**src/rtl/ksa_wb_ctrl_if.sv**
```systemverilog
// Wishbone classic slave bus bundle for the Kogge-Stone adder controller.
interface ksa_wb_ctrl_if;
  logic        wbs_stb_i;
  logic        wbs_cyc_i;
  logic        wbs_we_i;
  logic [3:0]  wbs_sel_i;
  logic [31:0] wbs_adr_i;
  logic [31:0] wbs_dat_i;
  logic        wbs_ack_o;
  logic [31:0] wbs_dat_o;

  modport slave (
    input  wbs_stb_i, wbs_cyc_i, wbs_we_i, wbs_sel_i, wbs_adr_i, wbs_dat_i,
    output wbs_ack_o, wbs_dat_o
  );

  modport master (
    output wbs_stb_i, wbs_cyc_i, wbs_we_i, wbs_sel_i, wbs_adr_i, wbs_dat_i,
    input  wbs_ack_o, wbs_dat_o
  );
endinterface

```
**src/rtl/ksa_wb_ctrl.sv**
```systemverilog
// Operand/result controller around the 16-bit Kogge-Stone adder.
//
//   state | meaning
//   ------+-----------------------------------------------------------
//   IDLE  | waiting for START; adder inputs hold last latched operands
//   RUN   | operands held on adder, settle counter running to capture
module ksa_wb_ctrl #(
  parameter logic [31:0] BASE_ADDR     = 32'h3000_0000,
  parameter int          SETTLE_CYCLES = 2
) (
  input  logic                 wb_clk_i,
  input  logic                 wb_rst_ni,
  ksa_wb_ctrl_if.slave         wb,
  output logic [15:0]          ksa_a,
  output logic [15:0]          ksa_b,
  input  logic [15:0]          ksa_sum,
  input  logic                 ksa_cout,
  output logic                 irq
);

  typedef enum logic {IDLE = 1'b0, RUN = 1'b1} state_t;

  localparam logic [1:0] REG_OPERAND = 2'd0;
  localparam logic [1:0] REG_CTRL    = 2'd1;
  localparam logic [1:0] REG_STATUS  = 2'd2;
  localparam logic [1:0] REG_RESULT  = 2'd3;

  state_t      state_q, state_d;
  logic [31:0] operand_q;
  logic        irq_en_q;
  logic        acc_q;
  logic        done_q;
  logic [16:0] result_q;
  logic [15:0] ksa_a_q, ksa_b_q;
  logic [3:0]  cnt_q;
  logic        ack_q;
  logic [31:0] dat_q;

  logic        req_valid;
  logic        wr_en, rd_en;
  logic [1:0]  reg_sel;
  logic        start_wr, done_clr, load, capture, busy;
  logic [31:0] rd_data;

  // Address bits below the word offset do not participate in decode.
  logic unused_adr;
  assign unused_adr = ^wb.wbs_adr_i[1:0];

  assign req_valid = wb.wbs_cyc_i & wb.wbs_stb_i & ~ack_q &
                     (wb.wbs_adr_i[31:4] == BASE_ADDR[31:4]);
  assign wr_en     = req_valid & wb.wbs_we_i;
  assign rd_en     = req_valid & ~wb.wbs_we_i;
  assign reg_sel   = wb.wbs_adr_i[3:2];

  assign start_wr  = wr_en & (reg_sel == REG_CTRL) & wb.wbs_sel_i[0] & wb.wbs_dat_i[0];
  assign done_clr  = wr_en & (reg_sel == REG_STATUS) & wb.wbs_sel_i[0] & wb.wbs_dat_i[1];
  assign busy      = (state_q == RUN);

  // Read mux sees pre-edge register values, so a capture-cycle read is pre-capture.
  always_comb begin
    rd_data = 32'd0;
    case (reg_sel)
      REG_OPERAND: rd_data = operand_q;
      REG_CTRL:    rd_data = {29'd0, acc_q, irq_en_q, 1'b0};
      REG_STATUS:  rd_data = {29'd0, result_q[16], done_q, busy};
      REG_RESULT:  rd_data = {15'd0, result_q};
      default:     rd_data = 32'd0;
    endcase
  end

  // State register.
  always_ff @(posedge wb_clk_i or negedge wb_rst_ni) begin
    if (!wb_rst_ni) state_q <= IDLE;
    else            state_q <= state_d;
  end

  // Next-state logic; START while RUN falls through untouched.
  always_comb begin
    state_d = state_q;
    load    = 1'b0;
    capture = 1'b0;
    case (state_q)
      IDLE: begin
        if (start_wr) begin
          state_d = RUN;
          load    = 1'b1;
        end
      end
      RUN: begin
        if (cnt_q == 4'd0) begin
          state_d = IDLE;
          capture = 1'b1;
        end
      end
      default: state_d = IDLE;
    endcase
  end

  // Settle down-counter; capture fires when it reads zero in RUN.
  always_ff @(posedge wb_clk_i or negedge wb_rst_ni) begin
    if (!wb_rst_ni)                     cnt_q <= 4'd0;
    else if (load)                      cnt_q <= 4'(SETTLE_CYCLES - 1);
    else if (busy && cnt_q != 4'd0)     cnt_q <= cnt_q - 4'd1;
  end

  // Latched adder operands; only START updates them.
  always_ff @(posedge wb_clk_i or negedge wb_rst_ni) begin
    if (!wb_rst_ni) begin
      ksa_a_q <= 16'd0;
      ksa_b_q <= 16'd0;
    end else if (load) begin
      ksa_a_q <= acc_q ? result_q[15:0] : operand_q[15:0];
      ksa_b_q <= operand_q[31:16];
    end
  end

  // Result capture and DONE flag; capture has priority over W1C.
  always_ff @(posedge wb_clk_i or negedge wb_rst_ni) begin
    if (!wb_rst_ni) begin
      result_q <= 17'd0;
      done_q   <= 1'b0;
    end else begin
      if (capture)       result_q <= {ksa_cout, ksa_sum};
      if (capture)       done_q   <= 1'b1;
      else if (load)     done_q   <= 1'b0;
      else if (done_clr) done_q   <= 1'b0;
    end
  end

  // Software-writable OPERAND and CTRL fields.
  always_ff @(posedge wb_clk_i or negedge wb_rst_ni) begin
    if (!wb_rst_ni) begin
      operand_q <= 32'd0;
      irq_en_q  <= 1'b0;
      acc_q     <= 1'b0;
    end else if (wr_en) begin
      if (reg_sel == REG_OPERAND) begin
        for (int i = 0; i < 4; i++) begin
          if (wb.wbs_sel_i[i]) operand_q[8*i +: 8] <= wb.wbs_dat_i[8*i +: 8];
        end
      end
      if (reg_sel == REG_CTRL && wb.wbs_sel_i[0]) begin
        irq_en_q <= wb.wbs_dat_i[1];
        acc_q    <= wb.wbs_dat_i[2];
      end
    end
  end

  // Registered single-cycle ack with read data valid alongside it.
  always_ff @(posedge wb_clk_i or negedge wb_rst_ni) begin
    if (!wb_rst_ni) begin
      ack_q <= 1'b0;
      dat_q <= 32'd0;
    end else begin
      ack_q <= req_valid;
      dat_q <= rd_en ? rd_data : 32'd0;
    end
  end

  assign wb.wbs_ack_o = ack_q;
  assign wb.wbs_dat_o = dat_q;
  assign ksa_a        = ksa_a_q;
  assign ksa_b        = ksa_b_q;
  assign irq          = done_q & irq_en_q;

endmodule

```
**src/flat_wrapper.sv**
```systemverilog
// flat-port wrapper written by rule: the top's interface ports become plain ports
module ksa_wb_ctrl_flat 
#(
  parameter logic [31:0] BASE_ADDR     = 32'h3000_0000,
  parameter int          SETTLE_CYCLES = 2
)
  (wb_clk_i, wb_rst_ni, ksa_a, ksa_b, ksa_sum, ksa_cout, irq, wb_wbs_stb_i, wb_wbs_cyc_i, wb_wbs_we_i, wb_wbs_sel_i, wb_wbs_adr_i, wb_wbs_dat_i, wb_wbs_ack_o, wb_wbs_dat_o);
  ksa_wb_ctrl_if wb_i ();
  input  logic wb_clk_i;
  input  logic wb_rst_ni;
  output logic [15:0] ksa_a;
  output logic [15:0] ksa_b;
  input  logic [15:0] ksa_sum;
  input  logic ksa_cout;
  output logic irq;
  input wire logic [$bits(wb_i.wbs_stb_i)-1:0] wb_wbs_stb_i;
  input wire logic [$bits(wb_i.wbs_cyc_i)-1:0] wb_wbs_cyc_i;
  input wire logic [$bits(wb_i.wbs_we_i)-1:0] wb_wbs_we_i;
  input wire logic [$bits(wb_i.wbs_sel_i)-1:0] wb_wbs_sel_i;
  input wire logic [$bits(wb_i.wbs_adr_i)-1:0] wb_wbs_adr_i;
  input wire logic [$bits(wb_i.wbs_dat_i)-1:0] wb_wbs_dat_i;
  output wire logic [$bits(wb_i.wbs_ack_o)-1:0] wb_wbs_ack_o;
  output wire logic [$bits(wb_i.wbs_dat_o)-1:0] wb_wbs_dat_o;
  assign wb_i.wbs_stb_i = wb_wbs_stb_i;
  assign wb_i.wbs_cyc_i = wb_wbs_cyc_i;
  assign wb_i.wbs_we_i = wb_wbs_we_i;
  assign wb_i.wbs_sel_i = wb_wbs_sel_i;
  assign wb_i.wbs_adr_i = wb_wbs_adr_i;
  assign wb_i.wbs_dat_i = wb_wbs_dat_i;
  assign wb_wbs_ack_o = wb_i.wbs_ack_o;
  assign wb_wbs_dat_o = wb_i.wbs_dat_o;
  ksa_wb_ctrl #(.BASE_ADDR(BASE_ADDR), .SETTLE_CYCLES(SETTLE_CYCLES)) u_core (.wb_clk_i(wb_clk_i), .wb_rst_ni(wb_rst_ni), .wb(wb_i), .ksa_a(ksa_a), .ksa_b(ksa_b), .ksa_sum(ksa_sum), .ksa_cout(ksa_cout), .irq(irq));
endmodule
```
**config.mk**
```make
export PLATFORM = sky130hd
export DESIGN_NAME = ksa_wb_ctrl_flat
export DESIGN_NICKNAME = d
export VERILOG_FILES = /design/src/rtl/ksa_wb_ctrl_if.sv /design/src/rtl/ksa_wb_ctrl.sv /design/src/flat_wrapper.sv
export SDC_FILE = /design/constraint.sdc
export NUM_CORES = 1
export LEC_CHECK = 0
export BUFFER_PORTS_ARGS = -buffer_cell sky130_fd_sc_hd__buf_2
export CAP_MARGIN = 30
export CORE_MARGIN = 1.5
export CORE_UTILIZATION = 55
export CTS_CLUSTER_SIZE = 20
export DETAILED_ROUTE_END_ITERATION = 10
export GPL_ROUTABILITY_DRIVEN = 0
export GPL_TIMING_DRIVEN = 0
export PLACE_DENSITY = 0.83
export SYNTH_ARGS = -nofsm -noshare
export SYNTH_HDL_FRONTEND = slang
export SYNTH_SLANG_ARGS = --single-unit
export TNS_END_PERCENT = 1
```
**constraint.sdc**
```tcl
create_clock -name wb_clk_i -period 5.8 [get_ports wb_clk_i]
set_input_delay 0.87 -clock wb_clk_i [delete_from_list [all_inputs] [get_ports wb_clk_i]]
set_output_delay 0.87 -clock wb_clk_i [all_outputs]
set_load 0.05 [all_outputs]
```
==> metrics.csv <==
stage,metric,value,unit
timing,fin_crit_sh,0.441,
clock_tree,postCtsHoldBufs,0,
clock_tree,cts-root-buf,clkbuf_8,
critical_path,worstPathCellList,"inv_1, ha_1, or3b_2, clkbuf_1, nor2_2, buf_2, mux2_2",
logic_synthesis,synthArstFlopShare,1.00,
clock_tree,htreeDepth,4,
global_routing,grt_usage,0.252,
floorplanning,die_x,98.1,um
timing,slew_violations,0,
finish,drive_gt1_frac,0.576,
routing,drt_iter0_drc,90,
routing,drc,0,
power_and_ir_drop,p_leak,3.47,nW
timing,max-slew-margin-rel,0.517,
clock_tree,clk_pin_slew_worst_paths,0.06,ns
finish,seq_area,3050,sq um
logic_synthesis,synth_top_area_frac,0.613,
placed_design,dp.cells,602,
finish,area_growth,30.4,%
floorplanning,num_rows,34,
global_routing,grt_pass1_vias,3762,
critical_path,arrival,2.96,ns
run,cap_violations,0,
power_and_ir_drop,power_density,300,nW/um^2
critical_path,crit_path_start_kind,register,
critical_path,endpoint_kind,register,
routing,first_pass_iters,4,
routing,vias,3450,
logic_synthesis,synth_edf_count,0,
status,status,finished clean,
logic_synthesis,syn_nets,434,
floorplanning,die-area,9630,sq um
logic_synthesis,synth_top_flop_cell,dfrtp_1,
logic_synthesis,yosys_warnings,0,
logic_synthesis,synth_top_area_cell,dfrtp_1,
critical_path,cp.required,6.20,ns
placed_design,postPlaceCellArea,5900,sq um
clock_tree,post_cts_buffers,0,
routing,vias_per_cell,5.44,
placed_design,hpwl,7.72,mm
timing,layout_min_cycle_time,2.56,ns
finish,insertedDiodeCount,0,
logic_synthesis,synthCells,342,
timing,setup_violations,0,
clock_tree,cts_resized,0,
critical_path,cp_slowest_cell,or3b_2,
timing,max_slew.worst_pin.slew,0.720,ns
logic_synthesis,ys_top_cells_by_area,"dfrtp_1, mux2_2, and2_1",
floorplanning,die_y,98.1,um
logic_synthesis,syn_avg_cell_area,14.6,sq um
logic_synthesis,ys_seq_area_frac,0.613,
routing,wl_per_cell,18.2,um
global_routing,grt_pass1_wl,18.4,mm
floorplanning,core,8760,sq um
timing,rsz0062_at_grt,false,
routing,ant_nets,0,
clock_tree,cts.sink_count,122,
critical_path,cp_num_buf_inv,3,
critical_path,slowest_delay,0.44,ns
power_and_ir_drop,ir_drop,0.000221,V
finish,nets,605,
finish,final_common_cell,buf_2,
global_routing,grt-ovfl-total,0,
timing,tns,0,ns
clock_tree,cts_inserted_buffers,17,
clock_tree,insertion_delay,0.52,ns
critical_path,critPathMaxFanout,10,
critical_path,path_class,reg -> reg,
logic_synthesis,synth-seq-cells,122,
floorplanning,start_util,0.568,
logic_synthesis,syn_area,4980,sq um
clock_tree,cts_tree,done,
finish,final_cell_area,6490,sq um
global_routing,grt_max_degree,68,
clock_tree,cts_max_path_buffers,2,
power_and_ir_drop,total_power,1.95,mW
finish,fill_cells,572,
routing,wl,11.5,mm
critical_path,cp_top_family,simple AND/OR/NAND/NOR gates,
logic_synthesis,ys_types,38,
finish,instances_no_fill,634,
timing,max_clock_freq,391,MHz
placed_design,portBuffers,151,
floorplanning,ios,156,
finish,multi_input_area,1820,sq um
min_path,hold_class,in -> async,
timing,skew,0.0167,ns
global_routing,antenna_found_initial,0,
timing,hold_violations,0,
finish,mostFrequentLayoutCells,"buf_2, dfrtp_1, mux2_2",
## power breakdown
group | internal (mW) | switching [mW]
clock | 0.632 | 0.405
sequential | 0.851 | 0.00000000188
combinational | 0.0267 | 0.0352
## registers in the layout, indices dropped and copies added (netlist names)
signal,count
u_core.irq_en_q,1
u_core.acc_q,1
u_core.done_q,1
u_core.ksa_b,16
u_core.result_q,17
u_core.operand_q,32
u_core.ksa_a,16
u_core.cnt_q,4
u_core.wb.wbs_dat_o,32
u_core.wb.wbs_ack_o,1
u_core.busy,1
## synthesized netlist by cell type, drive strengths merged, types with 2 or more instances
master  number
a21oi        3
a22oi       13
and2        17
buf          6
clkbuf       9
dfrtp      122
ha           2
inv          4
mux2        99
mux4         2
nand2        4
nand2b       2
nand3        6
nand4        2
nor2        20
nor2b        2
nor3         4
nor4         9
nor4bb       2
or2          2
xor2         2
## routing by layer
layer  GRT usage  up-vias  wire, um
li1            -     1564         -
met1       0.306     1742      4740
met2       0.414      123      5910
met3      0.0802       21       668
met4       0.111        0       230
met5           0        -         0
## area by class of cell
| class | instances | share of cell area |
|---|---|---|
| Sequential cell | 122 | 0.470 |
| Multi-Input combinational cell | 201 | 0.281 |
| Timing Repair Buffer | 152 | 0.122 |
| Clock buffer | 18 | 0.0659 |
| Clock inverter | 14 | 0.0249 |
| Tap cell | 108 | 0.0208 |
| Buffer | 15 | 0.0131 |
| Inverter | 4 | 0.00231 |
## cell families (layout without fill, tap and decap cells)
kind of cell             Yosys count  after routing  share of synthesized area
buffers and inverters             19            203                     0.0201
multiplexers                     102            102                      0.235
adder cells (fa/ha/maj)            2              2                    0.00503
XOR/XNOR                           3              3                    0.00528
flip-flops                       122            122                      0.613
AO/OA/AOI/OAI                     20             20                     0.0282
AND/OR/NAND/NOR                   74             74                     0.0930
## final timing paths
path                            cells after the start                        start                              end  slack (ns)
worst max register to register                      7  u_core.cnt_q[0]$_DFFE_PN0P_  u_core.result_q[12]$_DFFE_PN0P_        3.24
worst min register to register                      1  u_core.ksa_a[0]$_DFFE_PN0P_      u_core.ksa_a[0]$_DFFE_PN0P_        0.50
max in group asynchronous                           2                    wb_rst_ni     u_core.ksa_b[12]$_DFFE_PN0P_        4.76
worst max-delay path                                7  u_core.cnt_q[0]$_DFFE_PN0P_  u_core.result_q[12]$_DFFE_PN0P_        3.24
worst min-delay path                                1                    wb_rst_ni  u_core.result_q[11]$_DFFE_PN0P_        0.30
min in group wb_clk_i                               1  u_core.ksa_a[0]$_DFFE_PN0P_      u_core.ksa_a[0]$_DFFE_PN0P_        0.50
## per-stage QoR
| step | setup WS [ns] | hold WS (ns) | utilization |
|---|---|---|---|
| floorplan | 3.17 | 0.466 | - |
| global placement | 2.44 | 0.477 | 0.670 |
| detailed placement | 2.70 | 0.487 | 0.673 |
| CTS | 3.22 | 0.316 | 0.741 |
| global route | 3.02 | 0.327 | 0.741 |
| finish | 3.24 | 0.302 | 0.741 |
(Power assumes the default switching activity.)
